[config.mk]
export PLATFORM = sky130hd
export DESIGN_NAME = cordic_cosine_flat
export DESIGN_NICKNAME = d
export VERILOG_FILES = /design/src/rtl/cordic_pkg.sv /design/src/rtl/cordic_cosine_if.sv /design/src/rtl/cordic_core.sv /design/src/rtl/cordic_cosine.sv /design/src/flat_wrapper.sv
export SDC_FILE = /design/constraint.sdc
export NUM_CORES = 1
export LEC_CHECK = 0
export ABC_AREA = 1
export CAP_MARGIN = 10
export CORE_MARGIN = 1.5
export CORE_UTILIZATION = 50
export DETAILED_ROUTE_END_ITERATION = 8
export GPL_ROUTABILITY_DRIVEN = 0
export GPL_TIMING_DRIVEN = 0
export MAX_ROUTING_LAYER = met4
export PLACE_DENSITY = 0.72
export SLEW_MARGIN = 20
export SYNTH_ARGS = -nofsm -noshare
export SYNTH_HDL_FRONTEND = slang
export SYNTH_SLANG_ARGS = --single-unit
[constraint.sdc]
create_clock -name clk -period 34.3 [get_ports clk]
set_input_delay 8.575 -clock clk [delete_from_list [all_inputs] [get_ports clk]]
set_output_delay 8.575 -clock clk [all_outputs]
set_load 0.005 [all_outputs]
[src/rtl/cordic_pkg.sv]
// rtl/cordic_pkg.sv - shared types, constants and float<->Q2.21 conversion helpers for the CORDIC cosine block
package cordic_pkg;

    localparam int FIX_W    = 23;
    localparam int FRAC_W   = 21;
    localparam int EXP_W    = 8;
    localparam int MAN_W    = 23;
    localparam int EXP_BIAS = 127;
    localparam int ATAN_N   = 16;

    typedef logic signed [FIX_W-1:0] fix_t;

    localparam fix_t CORDIC_K = 23'sh136E95;
    localparam fix_t FIX_SAT  = 23'sh3FFFFF;

    // atan(2^-i), truncated Q2.21
    localparam fix_t ATAN_TABLE [ATAN_N] = '{
        23'sh1921FB, 23'sh0ED633, 23'sh07D6DD, 23'sh03FAB7,
        23'sh01FF55, 23'sh00FFEA, 23'sh007FFD, 23'sh003FFF,
        23'sh001FFF, 23'sh000FFF, 23'sh0007FF, 23'sh0003FF,
        23'sh0001FF, 23'sh0000FF, 23'sh00007F, 23'sh00003F
    };

    // Magnitude-only input: value = {1,man} * 2^(exp-127-23), placed so bit 21 weighs 1.0
    function automatic fix_t float_to_fix(input logic [EXP_W+MAN_W-1:0] mag_bits);
        logic [EXP_W-1:0] e;
        logic [MAN_W:0]   m;
        fix_t             r;
        e = mag_bits[EXP_W+MAN_W-1:MAN_W];
        m = {1'b1, mag_bits[MAN_W-1:0]};
        if (e >= 8'(EXP_BIAS + 1)) begin
            r = FIX_SAT;
        end else if (e < 8'(EXP_BIAS - FRAC_W)) begin
            r = '0;
        end else begin
            r = fix_t'(m >> (8'(EXP_BIAS + 2) - e));
        end
        return r;
    endfunction

    function automatic logic [31:0] fix_to_float(input fix_t v);
        logic [FIX_W-1:0] mag;
        logic [FIX_W:0]   norm;
        logic [EXP_W-1:0] e;
        logic [31:0]      r;
        int               pos;
        mag  = v[FIX_W-1] ? FIX_W'(-v) : FIX_W'(v);
        pos  = -1;
        for (int i = 0; i < FIX_W; i++) begin
            if (mag[i]) pos = i;
        end
        norm = '0;
        e    = '0;
        if (pos < 0) begin
            r = '0;
        end else begin
            norm = {1'b0, mag} << (FIX_W - pos);
            e    = 8'(EXP_BIAS + pos - FRAC_W);
            r    = {v[FIX_W-1], e, norm[MAN_W-1:0]};
        end
        return r;
    endfunction

endpackage

[src/rtl/cordic_cosine_if.sv]
// rtl/cordic_cosine_if.sv - processor-side handshake bundle; floatingPoint_sine exists only with COSINE_SINE_OUT_EN
interface cordic_cosine_if;

    logic        clk_en;
    logic        start;
    logic [31:0] floatingPoint_theta;
    logic        done;
    logic [31:0] floatingPoint_result;
`ifdef COSINE_SINE_OUT_EN
    logic [31:0] floatingPoint_sine;
`endif

`ifdef COSINE_SINE_OUT_EN
    modport master (
        output clk_en, start, floatingPoint_theta,
        input  done, floatingPoint_result, floatingPoint_sine
    );
    modport slave (
        input  clk_en, start, floatingPoint_theta,
        output done, floatingPoint_result, floatingPoint_sine
    );
`else
    modport master (
        output clk_en, start, floatingPoint_theta,
        input  done, floatingPoint_result
    );
    modport slave (
        input  clk_en, start, floatingPoint_theta,
        output done, floatingPoint_result
    );
`endif

endinterface

[src/rtl/cordic_core.sv]
// rtl/cordic_core.sv - rotation-mode CORDIC x/y/z registers with ITER_PER_CYCLE unrolled stages; y_next port only with COSINE_SINE_OUT_EN
module cordic_core
    import cordic_pkg::*;
#(
    parameter int ITERATIONS     = 16,
    parameter int ITER_PER_CYCLE = 4
) (
    input  logic clk,
    input  logic reset,
    input  logic clk_en,
    input  logic load,
    input  fix_t z_in,
    output logic finishing,
`ifdef COSINE_SINE_OUT_EN
    output fix_t y_next,
`endif
    output fix_t x_next
);

    localparam int               CNT_W      = $clog2(ITERATIONS);
    localparam logic [CNT_W-1:0] LAST_COUNT = CNT_W'(ITERATIONS - ITER_PER_CYCLE);
    localparam logic [CNT_W-1:0] COUNT_STEP = CNT_W'(ITER_PER_CYCLE);

    fix_t             x, y, z;
    logic [CNT_W-1:0] count;
    logic             busy;

    fix_t             xs [ITER_PER_CYCLE+1];
    fix_t             ys [ITER_PER_CYCLE+1];
    fix_t             zs [ITER_PER_CYCLE+1];
    logic [CNT_W-1:0] stage_idx;

    // Drive z toward zero; z >= 0 rotates positively
    always_comb begin
        stage_idx = '0;
        xs[0]     = x;
        ys[0]     = y;
        zs[0]     = z;
        for (int k = 0; k < ITER_PER_CYCLE; k++) begin
            stage_idx = count + CNT_W'(k);
            if (zs[k][FIX_W-1]) begin
                xs[k+1] = xs[k] + (ys[k] >>> stage_idx);
                ys[k+1] = ys[k] - (xs[k] >>> stage_idx);
                zs[k+1] = zs[k] + ATAN_TABLE[stage_idx];
            end else begin
                xs[k+1] = xs[k] - (ys[k] >>> stage_idx);
                ys[k+1] = ys[k] + (xs[k] >>> stage_idx);
                zs[k+1] = zs[k] - ATAN_TABLE[stage_idx];
            end
        end
    end

    assign finishing = busy && (count == LAST_COUNT);
    assign x_next    = xs[ITER_PER_CYCLE];
`ifdef COSINE_SINE_OUT_EN
    assign y_next    = ys[ITER_PER_CYCLE];
`endif

    always_ff @(posedge clk) begin
        if (!reset) begin
            x     <= '0;
            y     <= '0;
            z     <= '0;
            count <= '0;
            busy  <= 1'b0;
        end else if (clk_en) begin
            if (load) begin
                x     <= CORDIC_K;
                y     <= '0;
                z     <= z_in;
                count <= '0;
                busy  <= 1'b1;
            end else if (busy) begin
                x <= xs[ITER_PER_CYCLE];
                y <= ys[ITER_PER_CYCLE];
                z <= zs[ITER_PER_CYCLE];
                if (finishing) begin
                    count <= '0;
                    busy  <= 1'b0;
                end else begin
                    count <= count + COUNT_STEP;
                end
            end
        end
    end

endmodule

[src/rtl/cordic_cosine.sv]
// rtl/cordic_cosine.sv - float cos(theta) top: conversion, start/done handshake, result register; COSINE_SINE_OUT_EN adds sine output
module cordic_cosine
    import cordic_pkg::*;
#(
    parameter int ITERATIONS     = 16,
    parameter int ITER_PER_CYCLE = 4
) (
    input  logic            clk,
    input  logic            reset,
    cordic_cosine_if.slave  bus
);

    fix_t        theta_fix;
    fix_t        x_next;
    logic        finishing;
    logic        complete;
    logic        done_q;
    logic [31:0] result_q;

    // cos is even: only the magnitude bits feed the rotation
    assign theta_fix = float_to_fix(bus.floatingPoint_theta[30:0]);
    // A start on the finishing edge restarts and suppresses the stale result
    assign complete  = finishing && !bus.start;

`ifdef COSINE_SINE_OUT_EN
    fix_t        y_next;
    logic        theta_sign;
    logic [31:0] sine_raw;
    logic [31:0] sine_q;

    assign sine_raw = fix_to_float(y_next);
    assign bus.floatingPoint_sine = sine_q;
`endif

    cordic_core #(
        .ITERATIONS     (ITERATIONS),
        .ITER_PER_CYCLE (ITER_PER_CYCLE)
    ) u_core (
        .clk       (clk),
        .reset     (reset),
        .clk_en    (bus.clk_en),
        .load      (bus.start),
        .z_in      (theta_fix),
        .finishing (finishing),
`ifdef COSINE_SINE_OUT_EN
        .y_next    (y_next),
`endif
        .x_next    (x_next)
    );

    always_ff @(posedge clk) begin
        if (!reset) begin
            done_q   <= 1'b0;
            result_q <= '0;
`ifdef COSINE_SINE_OUT_EN
            sine_q     <= '0;
            theta_sign <= 1'b0;
`endif
        end else if (bus.clk_en) begin
            done_q <= complete;
            if (complete) begin
                result_q <= fix_to_float(x_next);
            end
`ifdef COSINE_SINE_OUT_EN
            if (bus.start) begin
                theta_sign <= bus.floatingPoint_theta[31];
            end
            if (complete) begin
                sine_q <= (theta_sign && (sine_raw[30:0] != '0)) ?
                          {~sine_raw[31], sine_raw[30:0]} : sine_raw;
            end
`endif
        end
    end

    assign bus.done                 = done_q;
    assign bus.floatingPoint_result = result_q;

endmodule

[src/flat_wrapper.sv]
// flat-port wrapper written by rule: the top's interface ports become plain ports
module cordic_cosine_flat import cordic_pkg::*;
#(
    parameter int ITERATIONS     = 16,
    parameter int ITER_PER_CYCLE = 4
)
  (clk, reset, bus_clk_en, bus_start, bus_floatingPoint_theta, bus_done, bus_floatingPoint_result);
  cordic_cosine_if bus_i ();
  input  logic clk;
  input  logic reset;
  input wire logic [$bits(bus_i.clk_en)-1:0] bus_clk_en;
  input wire logic [$bits(bus_i.start)-1:0] bus_start;
  input wire logic [$bits(bus_i.floatingPoint_theta)-1:0] bus_floatingPoint_theta;
  output wire logic [$bits(bus_i.done)-1:0] bus_done;
  output wire logic [$bits(bus_i.floatingPoint_result)-1:0] bus_floatingPoint_result;
  assign bus_i.clk_en = bus_clk_en;
  assign bus_i.start = bus_start;
  assign bus_i.floatingPoint_theta = bus_floatingPoint_theta;
  assign bus_done = bus_i.done;
  assign bus_floatingPoint_result = bus_i.floatingPoint_result;
  cordic_cosine #(.ITERATIONS(ITERATIONS), .ITER_PER_CYCLE(ITER_PER_CYCLE)) u_core (.clk(clk), .reset(reset), .bus(bus_i));
endmodule
Word level (Yosys, flattened, before mapping) --
Memory sizes are Yosys's and may differ from the RTL's. Index checks and enable logic that the tools add are counted.
Storage, ports and cells: memories kept 4, bits in read-only memories 1472, flip-flop bits (word level) 107, output and inout bits 33, input port bits 36
Cells by class: shift operators 10, add/subtract/negate cells 33, $lt $le $gt $ge 7, reductions and logical operators 6, bitwise logic cells 4, muxes and demuxes 62, equal/unequal tests 1
Memories:
- (no name shown) | depth 16, bits a word 23, rd ports 1, clocked after memory_dff 0, write ports 0, line cordic_core.sv:48 | zs[k+1] = zs[k] - ATAN_TABLE[stage_idx];
- (no name shown) | depth 16, bits a word 23, rd ports 1, clocked after memory_dff 0, write ports 0, line cordic_core.sv:48
- (no name shown) | depth 16, bits a word 23, rd ports 1, clocked after memory_dff 0, write ports 0, line cordic_core.sv:48
- (no name shown) | depth 16, bits a word 23, rd ports 1, clocked after memory_dff 0, write ports 0, line cordic_core.sv:48
Operator list (number):
- 32-bit 2-to-1 mux | 27
- 23-bit 2-to-1 mux | 29
- 23-bit adder | 12
- 23-bit subtractor | 12
- 23-bit by 4-bit >>> shifter with 23-bit output | 8
- 32-bit by 1-bit less-than comparator with 1-bit output (second input constant) | 1
- 23-bit by 32-bit << shifter with 23-bit output | 1
- 6-bit by 32-bit subtractor with 32-bit output (first input constant) | 1
- 24-bit by 8-bit >> shifter with 23-bit output | 1
- 23-bit negation | 1
- 5-bit >= comparator (second input constant) | 4
- 4-bit inverter with 5-bit output | 4
- 4-bit 2-to-1 mux | 3
- 4-bit by 2-bit adder with 4-bit output (second input constant) | 2
- 8-bit adder (first input constant) | 1
- 8-bit >= comparator (second input constant) | 1
- 8-bit by 7-bit less-than comparator with 1-bit output (second input constant) | 1
- 8-bit by 6-bit subtractor with 8-bit output (second input constant) | 1
- 8-bit subtractor (first input constant) | 1
- 4-bit by 1-bit adder with 4-bit output (second input constant) | 1
- 4-bit by 3-bit adder with 4-bit output (second input constant) | 1
- 4-bit == test (second input constant) | 1
- 2-bit AND reduction | 2
- 1-bit 2-to-1 mux | 3
- other kinds (3) | 4

Depth between registers and ports, before layout --
Gate-level depths: netlist of run 1.
depth after elaboration 44, gate-level depth with buffers 157

Modules after synthesis --
From an unflattened synthesis of run 1, not the netlist that was laid out.
Unflattened totals: cell total of the unflattened synthesis 4657, area, all modules 27662.8 um^2
Modules (own cells, without submodules):
- cordic_core | sequential area each 1441.4 um^2, instances 1, area each 22780.6 um^2, cells an instance 3757
- cordic_cosine | sequential area each 660.6 um^2, instances 1, area each 4882.2 um^2, cells an instance 900

Worst setup path after synthesis of run 1 --
No wires, ideal clock.
path type register to register, start register u_core.u_core.count[3], end register u_core.result_q[19], in the netlist u_core.bus.floatingPoint_result[19], library setup time 0.070 ns, data arrival time 17.442 ns, buffers on the path 13, stages on the path, launching flop included 131, slack 16.787 ns, data required time 34.230 ns, cells stage by stage dfxtp_1 buf_4 inv_4 buf_6 buf_6 buf_4 clkbuf_1 clkbuf_1 clkbuf_1 buf_1 buf_1 clkbuf_1 clkbuf_1 or2_2 o221ai_1 inv_1 nand4_1 nor2_1 [95 not listed] nand2_1 nor2_1 nand2_1 nor4_2 inv_1 ha_1 inv_1 nor3_1 inv_1 clkbuf_1 nor2_1 nand3b_1 nand3_1 nand2_1 nand3_1 a21oi_1 nand2_1 a21oi_1
On the way: longest elaborated chain between the ends 44, elaborated cells between the ends (all ways) 88, those cells by class add/sub (25); order compare (1); eq/ne (1); shift (8); mux (44); bitwise (3); reduce/logical (3); memory (3)
RTL lines:
- from (decl) | line cordic_core.sv:25 | logic [CNT_W-1:0] count;
- from (signal assigned) | line cordic_core.sv:81 | count <= count + COUNT_STEP;
- branches (longest 44 deep; another with 23-bit adder)
- to (signal assigned) | line cordic_cosine.sv:62 | result_q <= fix_to_float(x_next);
- to (decl) | line cordic_cosine.sv:18 | logic [31:0] result_q;
Several ways; the timed one is not identified. The select of a mux whose other input is x is not followed. A chain may end at the register's enable or synchronous reset.

Final worst setup path of run 1 --
start register u_core.u_core.count[3], end register u_core.result_q[14], in the netlist u_core.bus.floatingPoint_result[14]
The elaborated chain is that of the path after synthesis.

==> results.toml, run 1 <==
[run_status]
outcome = "complete, no violations"

[route]
wl_per_cell_um = 17.8
via_per_inst = 5.71
detail_route.first_pass.iterations = 6
drc = 0
drtAntennaViolNets = 0
drt_wl_total_mm = 93.9
vias = 30200
first_iter_violations = 2833

[global_route]
grt_pass1_vias = 27300
grt_max_degree = 18
antenna_found_initial = 1
track_usage = 0.350
globalRouteOverflowTotal = 0
grt_pass1_wl_mm = 145

[clock_network]
root_buffer = "clkbuf_16"
clk_path_buf_depth = 2
h-tree-depth = 3
cts-buffers-inserted = 9
clk_pin_slew_ns = 0.07
cts_resized = 0
clock_sinks = 105
cts_setup_buffers = 0
insertion_delay_ns = 0.35
cts_hold_buf = 0
cts_tree = "yes"

[yosys]
synth-main-ff-cell = "dfxtp_1"
synth_edf_count = 0
synth_warnings = 0
synthesis.area_um2 = 26400
synth_seq_area_share = 0.0797
synth_seq_cells = 105
syn_inst = 4530
async_flop_share = 0
syn_area_per_cell_um2 = 5.82
synth_cell_type_count = 70

[sta]
fin_crit_sh = 0.726
relSlewSlack = 0.204
worst_hold_slack_ns = 0.465
hold_viol = 0
worst_pin_slew_ns = 1.19
setup_viol_count_final = 0
fin_crit_ns = 24.91
drv_slew = 0
final.setup.worst_slack_ns = 9.39
fmax_mhz = 40.1
fin_skew_ns = 0.0102
fin_setup_tns_ns = 0
rsz0062_at_grt = "false"

[placement]
place_ws_ns = 10.08
dp.cells = 5276
portBuffers = 65
hpwlAfterDp_mm = 79.0

[floorplanning]
die_x_um = 233
pin_count = 69
rows = 83
fp.coreArea_um2 = 51700
start_util = 0.510
fp.dieH_um = 233
dieArea_um2 = 54100

[final_layout]
syn_to_final_growth_pct = 6.75
fill_cells = 5500
final_nets = 4947
antenna_cells = 0
multi_input_area_um2 = 21500
fin_cells = 5292
register_area_um2 = 2100
drive_gt1_frac = 0.0353

[critical_path]
worst_setup_path_end_kind = "flop"
critPathSlowestCell = "clkbuf_1"
cp.required_ns = 34.60
crit_top_cell = "nand2_1"
critPathKind = "flop to flop"
cpPeakStageDelay_ns = 0.71
cp-start-kind = "flop"
crit_fanout = 11
cp.arrival_ns = 25.21

[worst_hold_path]
hp-class = "flop to flop"

[flow_run]
cap_violations = 0
layout by cell type, fill, tap and decap left out, types with 12 or more instances in the layout:
| cell | n |
|---|---|
| a21boi_0 | 12 |
| a21oi_1 | 413 |
| a31oi_1 | 34 |
| buf_1 | 25 |
| buf_2 | 17 |
| clkbuf_1 | 98 |
| clkdlybuf4s50_1 | 65 |
| dfxtp_1 | 105 |
| fa_1 | 12 |
| ha_1 | 292 |
| inv_1 | 519 |
| inv_2 | 17 |
| nand2_1 | 1238 |
| nand2_2 | 14 |
| nand3_1 | 367 |
| nand4_1 | 37 |
| nor2_1 | 297 |
| nor3_1 | 41 |
| nor4_1 | 12 |
| o211ai_1 | 18 |
| o21ai_0 | 269 |
| o21ai_1 | 26 |
| o21bai_1 | 29 |
| o221ai_1 | 27 |
| o22ai_1 | 17 |
| o31ai_1 | 12 |
| or2_2 | 38 |
| xnor2_1 | 97 |
| xor2_1 | 298 |
logic make-up (layout without fill, tap and decap cells):
| group | after synthesis | after routing | synth area share |
|---|---|---|---|
| and+or+nand+nor | 2103 | 2103 | 0.339 |
| AOI/OAI and AO/OA | 909 | 909 | 0.192 |
| buffers and inverters | 700 | 781 | 0.105 |
| xor gates and xnor gates | 398 | 398 | 0.133 |
| adders and majority gates | 305 | 305 | 0.148 |
| DFF | 105 | 105 | 0.0797 |
| muxes | 8 | 8 | 0.00304 |
| other | 2 | 3 | 0.000285 |
sequential cells by signal, indices dropped and copies added (netlist names):
signal,flops
u_core.u_core.x,23
u_core.bus.floatingPoint_result,32
u_core.u_core.z,23
u_core.bus.done,1
u_core.u_core.y,23
u_core.u_core.busy,1
u_core.u_core.count,2
cell usage after synthesis, types with 29 or more instances:
| library cell | count | area [um2] |
|---|---|---|
| nand2_1 | 1238 | 4650 |
| inv_1 | 519 | 1950 |
| a21oi_1 | 413 | 2070 |
| nand3_1 | 367 | 1840 |
| nor2_1 | 298 | 1120 |
| xor2_1 | 298 | 2610 |
| ha_1 | 292 | 3650 |
| o21ai_0 | 269 | 1350 |
| dfxtp_1 | 105 | 2100 |
| clkbuf_1 | 97 | 364 |
| xnor2_1 | 97 | 850 |
| nor3_1 | 41 | 205 |
| or2_2 | 38 | 238 |
| nand4_1 | 37 | 231 |
| a31oi_1 | 34 | 213 |
| o21bai_1 | 29 | 218 |
final cells by class:
class	instances	share of cell area
plain buffers	154	0.0251
clock buffers	11	0.00827
clock inverters	5	0.00133
inverters	546	0.0729
multi-input cells	3726	0.764
flip-flops and latches	105	0.0747
well taps	680	0.0302
repair buffers	65	0.0231
stage by stage:
step                      instance area [um2]   util
after detailed placement                27900  0.539
after CTS                               28100  0.544
after floorplan                         26400      -
after global routing                    28100  0.544
after global placement                  27900  0.539
final                                   28100  0.544
layer usage:
| metal | vias to the layer above | routed length [um] | track usage |
|---|---|---|---|
| li1 | 15100 | - | - |
| met1 | 13400 | 38700 | 0.432 |
| met2 | 1368 | 40800 | 0.557 |
| met3 | 298 | 8380 | 0.0373 |
| met4 | 0 | 6020 | 0.189 |
| met5 | - | 0 | - |
critical path, delay by kind of cell (launching register included):
family | cells | cell delay, ns
adders and majority gates | 6 | 2.17
DFF | 1 | 0.46
and+or+nand+nor | 53 | 7.64
xor gates and xnor gates | 4 | 1.11
buffers and inverters | 26 | 9.01
AOI/OAI and AO/OA | 22 | 4.33
worst paths after layout:
check / startpoint / to / slack [ns] / cells after the start
setup / recovery: u_core.u_core.count[3]$_SDFFE_PN0P_ / u_core.bus.floatingPoint_result[14]$_SDFFE_PN0P_ / 9.39 / 111
hold / removal: u_core.bus.floatingPoint_result[7]$_SDFFE_PN0P_ / u_core.bus.floatingPoint_result[7]$_SDFFE_PN0P_ / 0.47 / 2
setup reg to reg: u_core.u_core.count[3]$_SDFFE_PN0P_ / u_core.bus.floatingPoint_result[14]$_SDFFE_PN0P_ / 9.39 / 111
hold reg to reg: u_core.bus.floatingPoint_result[7]$_SDFFE_PN0P_ / u_core.bus.floatingPoint_result[7]$_SDFFE_PN0P_ / 0.47 / 2
Power of run 1 is left out: the tool's default activity adds up to more than one toggle a clock period on the data nets, which glitch-free logic cannot reach.
==> inputs of run 2 (changes only) <==
Settings changed: PLACE_DENSITY 0.72 to 0.74.
Clock period 34.3 ns to 20.5 ns, I/O delays scaled along.
==> results.toml, run 2 (synthesis gave the netlist of run 1 again) <==
[run_status]
outcome = "complete, no violations"

[floorplanning]
start_util = 0.510
rows = 83
fp.dieH_um = 233
die_x_um = 233
pin_count = 69
dieArea_um2 = 54100
fp.coreArea_um2 = 51700

[sta]
setup_viol_count_final = 0
hold_viol = 0
fin_crit_sh = 0.929
worst_pin_slew_ns = 1.00
worst_hold_slack_ns = 0.465
fin_crit_ns = 19.04
relSlewSlack = 0.328
final.setup.worst_slack_ns = 1.46
fin_setup_tns_ns = 0
fin_skew_ns = 0.00873
drv_slew = 0
fmax_mhz = 52.5

[route]
wl_per_cell_um = 17.7
detail_route.first_pass.iterations = 9
vias = 30500
dr_wl_met3_mm = 9.19
met2_length_mm = 39.9
drt_wl_total_mm = 93.8
via_per_inst = 5.77
drtAntennaViolNets = 0
dr.max_layer_used = "met4"
first_iter_violations = 2900
drc = 0
m1WireLength_mm = 39.0

[critical_path]
cpPeakStageDelay_ns = 0.45
worstSetupEndpoint = "u_core.bus.floatingPoint_result[12]$_SDFFE_PN0P_"
crit_buf_inv = 24
crit_fanout = 11
cp.required_ns = 20.80
rr_worst_depth = 111
worst_setup_path_end_kind = "flop"
r2r-start = "u_core.u_core.count[3]$_SDFFE_PN0P_"
critPathKind = "flop to flop"
crit_top_cell = "nand2_1"
r2r_slack_ns = 1.46
critPathLaunch = "u_core.u_core.count[3]$_SDFFE_PN0P_"
cp.depth = 111
cp-start-kind = "flop"
cp.arrival_ns = 19.34
crit_family = "simple AND/OR/NAND/NOR gates"
r2r-end = "u_core.bus.floatingPoint_result[12]$_SDFFE_PN0P_"
critPathSlowestCell = "dfxtp_1"

[global_route]
grt_pass1_vias = 27500
track_usage = 0.347
grt_max_degree = 20
globalRouteOverflowTotal = 0
antenna_found_initial = 1
grt_pass1_wl_mm = 145

[placement]
portBuffers = 65
place_ws_ns = -3.24
dp.cells = 5276
hpwlAfterDp_mm = 78.7

[clock_network]
root_buffer = "clkbuf_16"
clk_pin_slew_ns = 0.08
clk_path_buf_depth = 2
insertion_delay_ns = 0.36
cts-buffers-inserted = 9
h-tree-depth = 3
cts_tree = "yes"
clock_sinks = 105
cts_hold_buf = 0

[final_layout]
fin_cells = 5296
drive_gt1_frac = 0.0576
largest_reg_flops = 32
final_nets = 4950
fill_cells = 5441
mostFrequentLayoutCell = "nand2_1"
syn_to_final_growth_pct = 8.85
mostFrequentLayoutCells = "nand2_1 (1235), inv_1 (519), a21oi_1 (407)"
register_area_um2 = 2100
multi_input_area_um2 = 21900

[flow_run]
cap_violations = 0

[worst_hold_path]
holdPathStages = 2
hp-class = "flop to flop"
==> run 2: cell count changes in the layout (fill, tap and decap cells not counted), moves of 10 or more <==
cell / delta
clkbuf_1: -33
xor2_2: +15
xor2_1: -16
o21ai_1: +10
o21ai_0: -11
buf_4: +10
clkbuf_4: +14
clkbuf_2: +19
buf_1: -14
==> run 2: worst min-delay path by stage <==
| stage | startpoint | endpoint | slack [ns] |
|---|---|---|---|
| 3_5_place_dp | u_core.bus.floatingPoint_result[26]$_SDFFE_PN0P_ | u_core.bus.floatingPoint_result[26]$_SDFFE_PN0P_ | 0.46 |
| 6_report | u_core.bus.floatingPoint_result[18]$_SDFFE_PN0P_ | u_core.bus.floatingPoint_result[18]$_SDFFE_PN0P_ | 0.46 |
| 5_1_grt | u_core.bus.floatingPoint_result[26]$_SDFFE_PN0P_ | u_core.bus.floatingPoint_result[26]$_SDFFE_PN0P_ | 0.48 |
| 2_1_floorplan | u_core.u_core.z[2]$_SDFFE_PN0P_ | u_core.u_core.z[2]$_SDFFE_PN0P_ | 0.45 |
| 4_1_cts | u_core.bus.floatingPoint_result[26]$_SDFFE_PN0P_ | u_core.bus.floatingPoint_result[26]$_SDFFE_PN0P_ | 0.47 |
| 3_3_place_gp | u_core.bus.floatingPoint_result[21]$_SDFFE_PN0P_ | u_core.bus.floatingPoint_result[21]$_SDFFE_PN0P_ | 0.45 |
==> run 2: repair_timing <==
item,CTS,global route
buffers inserted,1,7
endpoints found under the setup margin,38,32
gates resized for setup,57,123
pin swaps,1,7
==> run 2: per-stage QoR <==
stage | util | cell area (um2)
after floorplan | - | 26400
final | 0.555 | 28700
after detailed placement | 0.539 | 27900
after global routing | 0.555 | 28700
after global placement | 0.539 | 27900
after CTS | 0.547 | 28300
==> run 2: cell type report <==
class                      count  area share
antenna                        1   0.0000872
buffer                       149      0.0284
clock buffer                   9     0.00785
clock inverter                 7     0.00222
inverter                     546      0.0718
multi-input combinational   3726       0.762
sequential                   105      0.0733
tap                          680      0.0296
timing repair buffer          73      0.0248
==> run 2: tightest hold or removal path, cell delays in order, from the launching register on <==
cell     delay, ns
dfxtp_1       0.31
nand2_1       0.06
a21oi_1       0.05
==> run 2: layer usage <==
| layer | vias up | global-route usage |
|---|---|---|
| met5 | - | - |
| met4 | 0 | 0.171 |
| met3 | 322 | 0.0498 |
| met2 | 1520 | 0.542 |
| met1 | 13600 | 0.436 |
| li1 | 15100 | - |
Power of run 2 is left out for the same reason.
